==> config.mk <==
export PLATFORM = sky130hd
export DESIGN_NAME = mul_div_unit
export DESIGN_NICKNAME = d
export VERILOG_FILES = /design/src/rtl/mul_div_unit.sv
export SDC_FILE = /design/constraint.sdc
export NUM_CORES = 1
export LEC_CHECK = 0
export CORE_MARGIN = 3
export CORE_UTILIZATION = 58
export CTS_CLUSTER_SIZE = 40
export DETAILED_ROUTE_END_ITERATION = 8
export PLACE_DENSITY = 0.9
export REMOVE_ABC_BUFFERS = 1
export SYNTH_ARGS = -nofsm -noshare
export SYNTH_HDL_FRONTEND = slang
export SYNTH_SLANG_ARGS = --single-unit
==> constraint.sdc <==
create_clock -name clk -period 3.69 [get_ports clk]
set_input_delay 0.738 -clock clk [delete_from_list [all_inputs] [get_ports clk]]
set_output_delay 0.738 -clock clk [all_outputs]
set_load 0.01 [all_outputs]
==> src/rtl/mul_div_unit.sv <==
// mul_div_unit: multi-cycle unsigned multiply/divide unit, 16 iterations per op.
// It uses shift-add multiply and restoring divide, with a one-cycle write-back strobe for the register file.
`default_nettype none

module mul_div_unit #(
  parameter int WIDTH = 16,
  parameter int CNT_W = 5
) (
  input  logic             clk,
  input  logic             reset,
  input  logic             start,
  input  logic [1:0]       op,
  input  logic [3:0]       dest,
  input  logic [WIDTH-1:0] A,
  input  logic [WIDTH-1:0] B,
  output logic             busy,
  output logic [WIDTH-1:0] C,
  output logic [3:0]       Caddr,
  output logic             Load,
  output logic             div_by_zero
);

  typedef enum logic [1:0] {
    IDLE = 2'd0,
    RUN  = 2'd1,
    WB   = 2'd2
  } state_t;

  state_t           state;
  logic [1:0]       op_q;
  logic [3:0]       dest_q;
  logic [WIDTH-1:0] a_q;
  logic [WIDTH-1:0] b_q;
  logic [WIDTH:0]   hi;
  logic [WIDTH-1:0] lo;
  logic [CNT_W-1:0] cnt;

  logic [WIDTH:0]   mul_sum;
  logic [WIDTH:0]   trial;
  logic [WIDTH:0]   diff;
  logic [WIDTH:0]   hi_nxt;
  logic [WIDTH-1:0] lo_nxt;
  logic [WIDTH-1:0] result;
  logic             accept;

  // Multiply: hi:lo is the running product with the multiplier shifting out of lo.
  // Divide: hi is the 17-bit partial remainder, lo shifts dividend out and quotient in.
  always_comb begin
    mul_sum = {1'b0, hi[WIDTH-1:0]} + (lo[0] ? {1'b0, a_q} : {(WIDTH+1){1'b0}});
    trial   = {hi[WIDTH-1:0], lo[WIDTH-1]};
    diff    = trial - {1'b0, b_q};
    hi_nxt  = hi;
    lo_nxt  = lo;
    if (!op_q[1]) begin
      hi_nxt = {1'b0, mul_sum[WIDTH:1]};
      lo_nxt = {mul_sum[0], lo[WIDTH-1:1]};
    end else if (diff[WIDTH]) begin
      hi_nxt = trial;
      lo_nxt = {lo[WIDTH-2:0], 1'b0};
    end else begin
      hi_nxt = diff;
      lo_nxt = {lo[WIDTH-2:0], 1'b1};
    end
    // MULLO/DIVQ come from lo, MULHI/DIVR from hi.
    result = op_q[0] ? hi_nxt[WIDTH-1:0] : lo_nxt;
  end

  // The write-back cycle can take a new request so back-to-back ops lose no cycle.
  assign accept = start && (state != RUN);

  always_ff @(posedge clk) begin
    if (reset) begin
      state       <= IDLE;
      busy        <= 1'b0;
      Load        <= 1'b0;
      C           <= '0;
      Caddr       <= '0;
      div_by_zero <= 1'b0;
      cnt         <= '0;
      hi          <= '0;
      lo          <= '0;
      op_q        <= '0;
      dest_q      <= '0;
      a_q         <= '0;
      b_q         <= '0;
    end else begin
      Load        <= 1'b0;
      div_by_zero <= 1'b0;
      if (accept) begin
        state  <= RUN;
        busy   <= 1'b1;
        op_q   <= op;
        dest_q <= dest;
        a_q    <= A;
        b_q    <= B;
        cnt    <= '0;
        hi     <= '0;
        lo     <= op[1] ? A : B;
      end else begin
        case (state)
          IDLE: begin
            busy <= 1'b0;
          end
          RUN: begin
            hi  <= hi_nxt;
            lo  <= lo_nxt;
            cnt <= cnt + CNT_W'(1);
            if (cnt == CNT_W'(WIDTH - 1)) begin
              state       <= WB;
              Load        <= 1'b1;
              C           <= result;
              Caddr       <= dest_q;
              div_by_zero <= op_q[1] && (b_q == '0);
            end
          end
          WB: begin
            state <= IDLE;
            busy  <= 1'b0;
          end
          default: begin
            state <= IDLE;
            busy  <= 1'b0;
          end
        endcase
      end
    end
  end

endmodule

`default_nettype wire
==> run summary, run 1 <==
Outcome = finished clean
Nets = 943
Post-synth EDFFs = 0
Die Ht = 110.9 um
CTS Buf Count = 9
#FFs+latches synth = 100
Top-area cell type share of the netlist area = 0.3137
Max-slew headroom = 0.4568
Max IR drop VDD = 0.0003010 V
Ports = 64
Synth area leaders = dfxtp_1, a21oi_1, nand2_1
Num Clock Sinks = 100
First-iteration detailed-routing DRC count = 651
Setup TNS = 0 ns
Leakage power = 2.824 nW
Cell Area, Synth = 6382 um^2
HP Class = flop to flop
Worst-case clock buffer depth = 2
Footprint of the multi-input gates = 4069 um^2
Clock network power share = 0.288
Count of unique library cells instantiated by Yosys = 65
Post-CTS Resized = 0
First-pass GRT wire length = 30.93 mm
Area grow syn2layout = 14.59%
Reg-to-reg critical path endpoint = C[15]
Fraction of layout cells with a size suffix above 1 = 0.07233
Final min period = 3.269 ns
Top cells by count, synth = nand2_1, dfxtp_1, a21oi_1
Diode count = 0
Switching part of the total = 0.3327
CTS tree = done
Initial antenna violation count = 0
Achievable frequency = 305.9 MHz
RD Place Congestion = 0.9742
Initial Utilization = 0.6073
CTS clk-pin slew, worst paths = 0.11 ns
R2r startpoint = lo[15]
Total power = 2.634 mW
Crit path cell chain = inv_1, ha_1, fa_1, and2b_1, o2111ai_1, a211oi_2, or3_4, nand2_2, or4_1, a41oi_1, a211oi_1
DR WL/cell = 19.16 um
First-pass DRT Iterations = 5
Routed WL = 19.29 mm
Die Area = 12300 um^2
Sw power = 0.8764 mW
Fraction of registers with async set/reset = 0
Final Hold Viols = 0
Max-slew violations = 0
Register area = 2003 um^2
Slew @ Worst Pin = 0.8128 ns
Max Cap Viol = 0
Worst setup EP type = flop
DRC errors left = 0
Post CTS Setup Buffer Count = 0
Area leader, netlist = dfxtp_1
Ys Warns = 0
PortBufs = 63
Worst skew pair latency = 0.38 ns
Seq pwr share = 0.448
H-tree lvl count = 3
Post-place instance area = 7102 um^2
Detail Route Antenna Nets = 0
CP max FO = 9
Worst Setup SP = lo[15]
Pint = 1.758 mW
End point of the critical path = C[15]
Critical path class = flop to flop
Worst EP arrival = 3.53 ns
Required @ worst endpoint = 3.95 ns
Remaining global-route overflow = 0
Vias = 6395
Finish-stage setup viols = 0
Prevailing post-synth register cell = dfxtp_1
Post-Route Skew = 0.01350 ns
Root buf cell = clkbuf_8
R2R cell count = 11
Worst R2R Setup Slack = 0.42 ns
Core area = 10510 um^2
Number of vias per cell = 6.351
CP Buf/Inv Count = 1
Avg Synthesized Cell Area = 7.690 um^2
Fin crit share = 0.8860
Critical Path Stages = 11
Slowest cell delay on critical path = 0.52 ns
Mapped Cells = 830
Post-layout util = 0.6959
Hpwl dp = 13.86 mm
Fillers = 881
Rows = 37
Tot GR Track Use = 0.3089
Largest net degree at the start of global routing = 56
Comb power frac = 0.263
Most common cell in the netlist = nand2_1
CP delay by family, top = simple AND/OR/NAND/NOR gates
Crit-path slowest cell = or4_1
Startpoint Class = flop
RSZ-0062 raised after global routing = no
Layout Cell Area excl Fill = 7313 um^2
Pwr Density = 360.2 nW/um^2
Hold Buf Count CTS = 0
Vias in the first global route = 6055
Die width = 110.9 um
Post-synthesis sequential area ratio = 0.3137
-- metal layers --
layer / global-route usage / routed length [um]
met3: 0.05786 / 1589
met4: 0.1404 / 823
met5: 0 / 0
met1: 0.4101 / 8252
met2: 0.4871 / 8627
-- cells by family (layout without fill, tap and decap cells) --
| family | count (synthesis) | in the layout | share of synthesized area |
|---|---|---|---|
| AO/OA/AOI/OAI | 254 | 254 | 0.2523 |
| XOR/XNOR | 24 | 24 | 0.03293 |
| adder cells (fa/ha/maj) | 36 | 36 | 0.07293 |
| buffers and inverters | 82 | 123 | 0.04999 |
| flip-flops | 100 | 100 | 0.3137 |
| multiplexers | 39 | 39 | 0.06587 |
| AND/OR/NAND/NOR | 295 | 295 | 0.2123 |
-- through the flow --
stage | setup slack [ns] | hold WS, ns | instances
final | 0.4207 | 0.4581 | 1007
after global routing | 0.1961 | 0.4809 | 1007
after CTS | 0.4361 | 0.4612 | 1007
after floorplan | -0.02476 | 0.4257 | 777
after detailed placement | 0.4605 | 0.4461 | 991
after global placement | 0.5094 | 0.4362 | 991
-- sequential cells by signal, summed over array words and instances (netlist names), 2 cells and up --
register,count
Caddr,4
op_q,2
state,2
lo,16
cnt,5
dest_q,4
a_q,16
hi,16
b_q,16
C,16
-- power by group through the flow --
stage               logic (mW)  clock network (mW)  registers, mW
floorplan                0.458                   0           1.19
global placement         0.666                   0           1.20
detailed placement       0.676                   0           1.20
CTS                      0.681               0.759           1.18
global route             0.758               0.804           1.19
finish                   0.694               0.759           1.18
-- worst min path at each step --
stage / from / slack (ns) / endpoint / cells past startpoint
after floorplan: a_q[0] / 0.43 / a_q[0] / 2
after global placement: dest_q[1] / 0.44 / Caddr[1] / 2
after detailed placement: C[3] / 0.45 / C[3] / 2
after CTS: a_q[11] / 0.46 / a_q[11] / 2
after global routing: C[3] / 0.48 / C[3] / 2
final: dest_q[0] / 0.46 / Caddr[0] / 2
-- final cells by class --
cell class,count,share of cell area
sequential,100,0.2739
tap,136,0.02327
timing repair buffer,78,0.1027
inverter,29,0.01488
clock inverter,6,0.01009
clock buffer,10,0.01882
multi-input combinational,648,0.5564
-- tightest hold or removal path, delay by kind of cell (launching register included) --
kind            cells  cell delay, ns
flops               1            0.32
simple gates        1            0.05
compound gates      1            0.05
-- cell usage in the layout (no fill, tap or decap), types with 5 or more instances in the layout --
master	n
dfxtp_1	99
a21o_1	11
clkbuf_8	10
a31oi_1	12
xor2_1	10
o21a_1	8
nor2_1	80
o21ai_0	37
o21bai_1	5
mux2i_1	21
nand2_1	123
nor4_1	6
ha_1	34
nand3_1	17
o21ai_1	7
buf_4	14
nand3b_1	6
xnor2_1	14
a211oi_1	33
nor3_1	9
clkdlybuf4s50_1	62
nand2b_1	5
a21oi_1	99
mux2_2	13
and2_1	21
or3_1	5
inv_1	29
Note: power is estimated with default switching activity, not from simulation.
==> run 2, diff against run 1 <==
- REMOVE_ABC_BUFFERS: 1 -> unset
==> run 2 against run 1 <==
- first-iteration DRC count is 6.8% higher
- maximum frequency is 3.7% lower
- global-route usage is 0.15 points higher
- critical path depth is 1 lower
- die area stayed put
- non-clock buffer count is 5 lower
- largest power group unchanged
- count of clock-buffer cells in the layout is 2 higher
- sequential share of layout area is 0.19 points higher
- highest routed layer unchanged
- flip-flop and latch count stayed put
==> run summary, run 2 (synthesis gave the netlist of run 1 again) <==
Remaining global-route overflow = 0
RD Place Congestion = 0.9793
DR WL/cell = 19.56 um
Hpwl dp = 14.88 mm
Pwr Density = 361.2 nW/um^2
Max Cap Viol = 0
Startpoint Class = flop
Final min period = 3.393 ns
Critical path class = flop to flop
Detail Route Antenna Nets = 0
Post-Route Skew = 0.01341 ns
Post CTS Setup Buffer Count = 0
Worst EP arrival = 3.66 ns
Fraction of layout cells with a size suffix above 1 = 0.06582
Switching part of the total = 0.3272
Root buf cell = clkbuf_8
Routed WL = 19.60 mm
Tot GR Track Use = 0.3105
Fin crit share = 0.9196
Sw power = 0.8585 mW
Initial Utilization = 0.6073
Initial antenna violation count = 0
Vias = 6302
Nets = 938
Hold Startpoint = dest_q[3]
Ports = 64
Post-place instance area = 7052 um^2
DRC errors left = 0
CTS tree = done
Die Area = 12300 um^2
First-pass GRT wire length = 30.41 mm
Required @ worst endpoint = 3.96 ns
Die Ht = 110.9 um
Num Clock Sinks = 100
H-tree lvl count = 3
R2r startpoint = lo[0]
Total power = 2.624 mW
Seq pwr share = 0.451
Diode count = 0
Post-route worst setup slack = 0.2966 ns
RSZ-0062 raised after global routing = no
Clock network power share = 0.286
Number of vias per cell = 6.289
HP Class = flop to flop
Leakage power = 2.795 nW
Worst setup EP type = flop
CTS clk-pin slew, worst paths = 0.10 ns
Die width = 110.9 um
Hold Buf Count CTS = 0
First-pass DRT Iterations = 7
Layout Cell Area excl Fill = 7263 um^2
CP max FO = 18
Comb power frac = 0.263
Core area = 10510 um^2
Max IR drop VDD = 0.0003889 V
Slew @ Worst Pin = 0.7508 ns
Pre-CTS setup slack = 0.3836 ns
Pint = 1.765 mW
CTS Buf Count = 9
Setup TNS = 0 ns
Most common cell after layout, fill and taps aside = nand2_1
Area grow syn2layout = 13.80%
Syn nets = 907
Most frequent cells in the layout = nand2_1, dfxtp_1, a21oi_1
Max-slew headroom = 0.4994
First-iteration detailed-routing DRC count = 695
Finish-stage setup viols = 0
Worst skew pair latency = 0.39 ns
Worst-case clock buffer depth = 2
Final Hold Viols = 0
Max-slew violations = 0
Vias in the first global route = 5751
Rows = 37
Achievable frequency = 294.7 MHz
Post-CTS Resized = 0
Outcome = finished clean
Worst R2R Setup Slack = 0.30 ns
PortBufs = 63
Worst Setup SP = lo[0]
Largest net degree at the start of global routing = 56
-- run 2: cell count changes in the layout (fill, tap and decap cells not counted) --
cell      previous run  this run
clkbuf_8            10        11
buf_4               14        10
inv_6                4         1
clkinv_4             1         2
clkbuf_1             0         1
buf_12               1         0
-- run 2: worst paths after layout --
check,depth (start not counted),endpoint
min reg2reg,2,Caddr[3]
max reg2reg,10,C[10]
min,2,Caddr[3]
max,10,C[10]
-- run 2: cell type report --
class                      count  area (um^2)
multi-input combinational    648         4069
clock inverter                 4        56.30
fill                         863         3246
inverter                      29        108.9
sequential                   100         2003
timing repair buffer          73        700.7
tap                          136        170.2
clock buffer                  12        155.1
-- run 2: power by group through the flow --
stage	sequential, mW	clock [mW]	combinational, mW
finish	1.18	0.749	0.690
global route	1.19	0.790	0.745
CTS	1.18	0.753	0.672
detailed placement	1.21	0	0.667
global placement	1.20	0	0.663
floorplan	1.18	0	0.504
-- run 2: worst max-delay path, stage by stage (launching register included) --
cell	delay [ns]
dfxtp_1	0.58
and2_1	0.25
ha_1	0.26
a211oi_1	0.39
o21bai_1	0.18
a2111oi_2	0.54
o41ai_1	0.22
xnor2_1	0.16
nor2_1	0.28
a211oi_1	0.09
nor4_1	0.33
-- run 2: stage by stage --
| stage | hold slack (ns) | instances | util |
|---|---|---|---|
| 2_1_floorplan | 0.4317 | 830 | - |
| 3_3_place_gp | 0.4397 | 986 | 0.6710 |
| 3_5_place_dp | 0.4433 | 986 | 0.6710 |
| 4_1_cts | 0.4573 | 1002 | 0.6912 |
| 5_1_grt | 0.4857 | 1002 | 0.6912 |
| 6_report | 0.4569 | 1002 | 0.6912 |
-- run 2: per-layer routing --
metal  up-vias  routed length, um  share of wire  GRT usage
met5         -                  0              0          0
met1      2889               8247           0.42     0.4160
met4         0                848          0.043     0.1453
li1       3027                  -              -          -
met2       324               8624           0.44     0.4725
met3        62               1882          0.096    0.07205
==> run 3, diff against run 2 <==
- CORE_MARGIN: 3 -> unset
==> run 3 against run 2 <==
- total power decreased by 0.27%
- first-iteration DRC count up 14%
- wire length fell by 4.0%
- cell count about the same
- via count about the same
- clock power down 1%
- sequential power hardly changed
- combinational power increased by 1%
- critical path type unchanged
- largest power group unchanged
==> run summary, run 3 (synthesis gave the netlist of run 1 again) <==
Outcome = finished clean
Met2 Use GR = 0.5041
Area grow syn2layout = 13.88%
Largest net degree at the start of global routing = 59
Finish-stage setup viols = 0
Fraction of layout cells with a size suffix above 1 = 0.06690
Nets = 939
Worst skew pair latency = 0.39 ns
Hpwl dp = 14.06 mm
GRT Max-Usage Layer = met2
Post-CTS Resized = 0
Setup TNS = 0 ns
First-pass GRT wire length = 29.09 mm
Initial Utilization = 0.6073
Ports = 64
Root buf cell = clkbuf_8
Worst EP arrival = 3.59 ns
Startpoint Class = flop
First-pass DRT Iterations = 5
Most common cell after layout, fill and taps aside = nand2_1
Fillers = 844
Rows = 37
Crit path cell chain = inv_1, ha_1, fa_1, and2b_1, o2111ai_1, a211oi_2, or3_4, nand2_2, or4_1, a41oi_1, a211oi_1
HP Class = flop to flop
DR WL/cell = 18.75 um
Leakage power = 2.799 nW
Final min period = 3.331 ns
CTS tree = done
RD Place Congestion = 0.9809
Number of vias per cell = 6.281
Max Cap Viol = 0
Remaining global-route overflow = 0
PortBufs = 63
Max IR drop VDD = 0.0003272 V
CTS clk-pin slew, worst paths = 0.10 ns
Max-slew violations = 0
Fin crit share = 0.9026
Slew @ Worst Pin = 0.7779 ns
Vias in the first global route = 5612
Crit-path slowest cell = or4_1
Routed WL = 18.81 mm
Max-slew headroom = 0.4798
Tot GR Track Use = 0.3347
Die Ht = 106.9 um
Post CTS Setup Buffer Count = 0
Post-route worst setup slack = 0.3595 ns
Num Clock Sinks = 100
Syn nets = 907
Post-Route Skew = 0.01131 ns
Worst-case clock buffer depth = 2
Slowest cell delay on critical path = 0.50 ns
Grt met3 use = 0.05167
CP max FO = 9
Most frequent cells in the layout = nand2_1, dfxtp_1, a21oi_1
Core area = 10510 um^2
Required @ worst endpoint = 3.95 ns
Worst R2R Setup Slack = 0.36 ns
Die Area = 11430 um^2
Initial antenna violation count = 0
Pre-CTS setup slack = 0.4349 ns
RSZ-0062 raised after global routing = no
Worst setup EP type = flop
CTS Buf Count = 9
Vias = 6300
H-tree lvl count = 3
Die width = 106.9 um
Met1 GRT Util = 0.4601
First-iteration detailed-routing DRC count = 792
Hold Buf Count CTS = 0
Achievable frequency = 300.3 MHz
Critical path class = flop to flop
Diode count = 0
Total power = 2.617 mW
DRC errors left = 0
Final Hold Viols = 0
Detail Route Antenna Nets = 0
Pwr Density = 360.0 nW/um^2
[run 3: cell types whose count changed in the layout (fill, tap and decap cells not counted)]
cell,previous run,this run
buf_4,10,11
clkbuf_8,11,10
inv_8,0,1
[run 3: report_power, final]
group	switching (mW)	leakage, nW	internal, mW
logic	0.416	1.88	0.284
registers	0.0494	0.817	1.13
clock network	0.399	0.106	0.342
[run 3: metal layers]
layer | vias up | part of all wire
met1 | 2886 | 0.42
met4 | 0 | 0.048
li1 | 3028 | -
met5 | - | 0
met3 | 55 | 0.084
met2 | 331 | 0.44
[run 3: worst paths after layout]
| path | start | endpoint | cells past startpoint |
|---|---|---|---|
| max reg2reg | lo[15] | C[15] | 11 |
| min reg2reg | a_q[1] | a_q[1] | 2 |
| max | lo[15] | C[15] | 11 |
| min | a_q[1] | a_q[1] | 2 |
[run 3: metrics by stage]
stage | area (um^2) | hold WS, ns | util | std cells
after floorplan | 6382 | 0.4317 | - | 830
after global placement | 7059 | 0.4383 | 0.6717 | 987
after detailed placement | 7059 | 0.4423 | 0.6717 | 987
after CTS | 7268 | 0.4589 | 0.6916 | 1003
after global routing | 7268 | 0.4734 | 0.6916 | 1003
final | 7268 | 0.4571 | 0.6916 | 1003
[run 3: cell type report]
| type | count | area, um^2 | area share |
|---|---|---|---|
| multi-input combinational | 648 | 4069 | 0.5598 |
| sequential | 100 | 2003 | 0.2756 |
| timing repair buffer | 74 | 708.2 | 0.09743 |
| tap | 136 | 170.2 | 0.02341 |
| clock buffer | 11 | 141.4 | 0.01945 |
| inverter | 29 | 108.9 | 0.01498 |
| clock inverter | 5 | 67.56 | 0.009296 |
[run 3: worst max-delay path: cells and delay by family, from the launching register on]
kind            cells  cell delay, ns
buf+inv             1            0.09
simple gates        4            1.14
fa+ha+maj           2            0.64
compound gates      4            0.95
flops               1            0.37
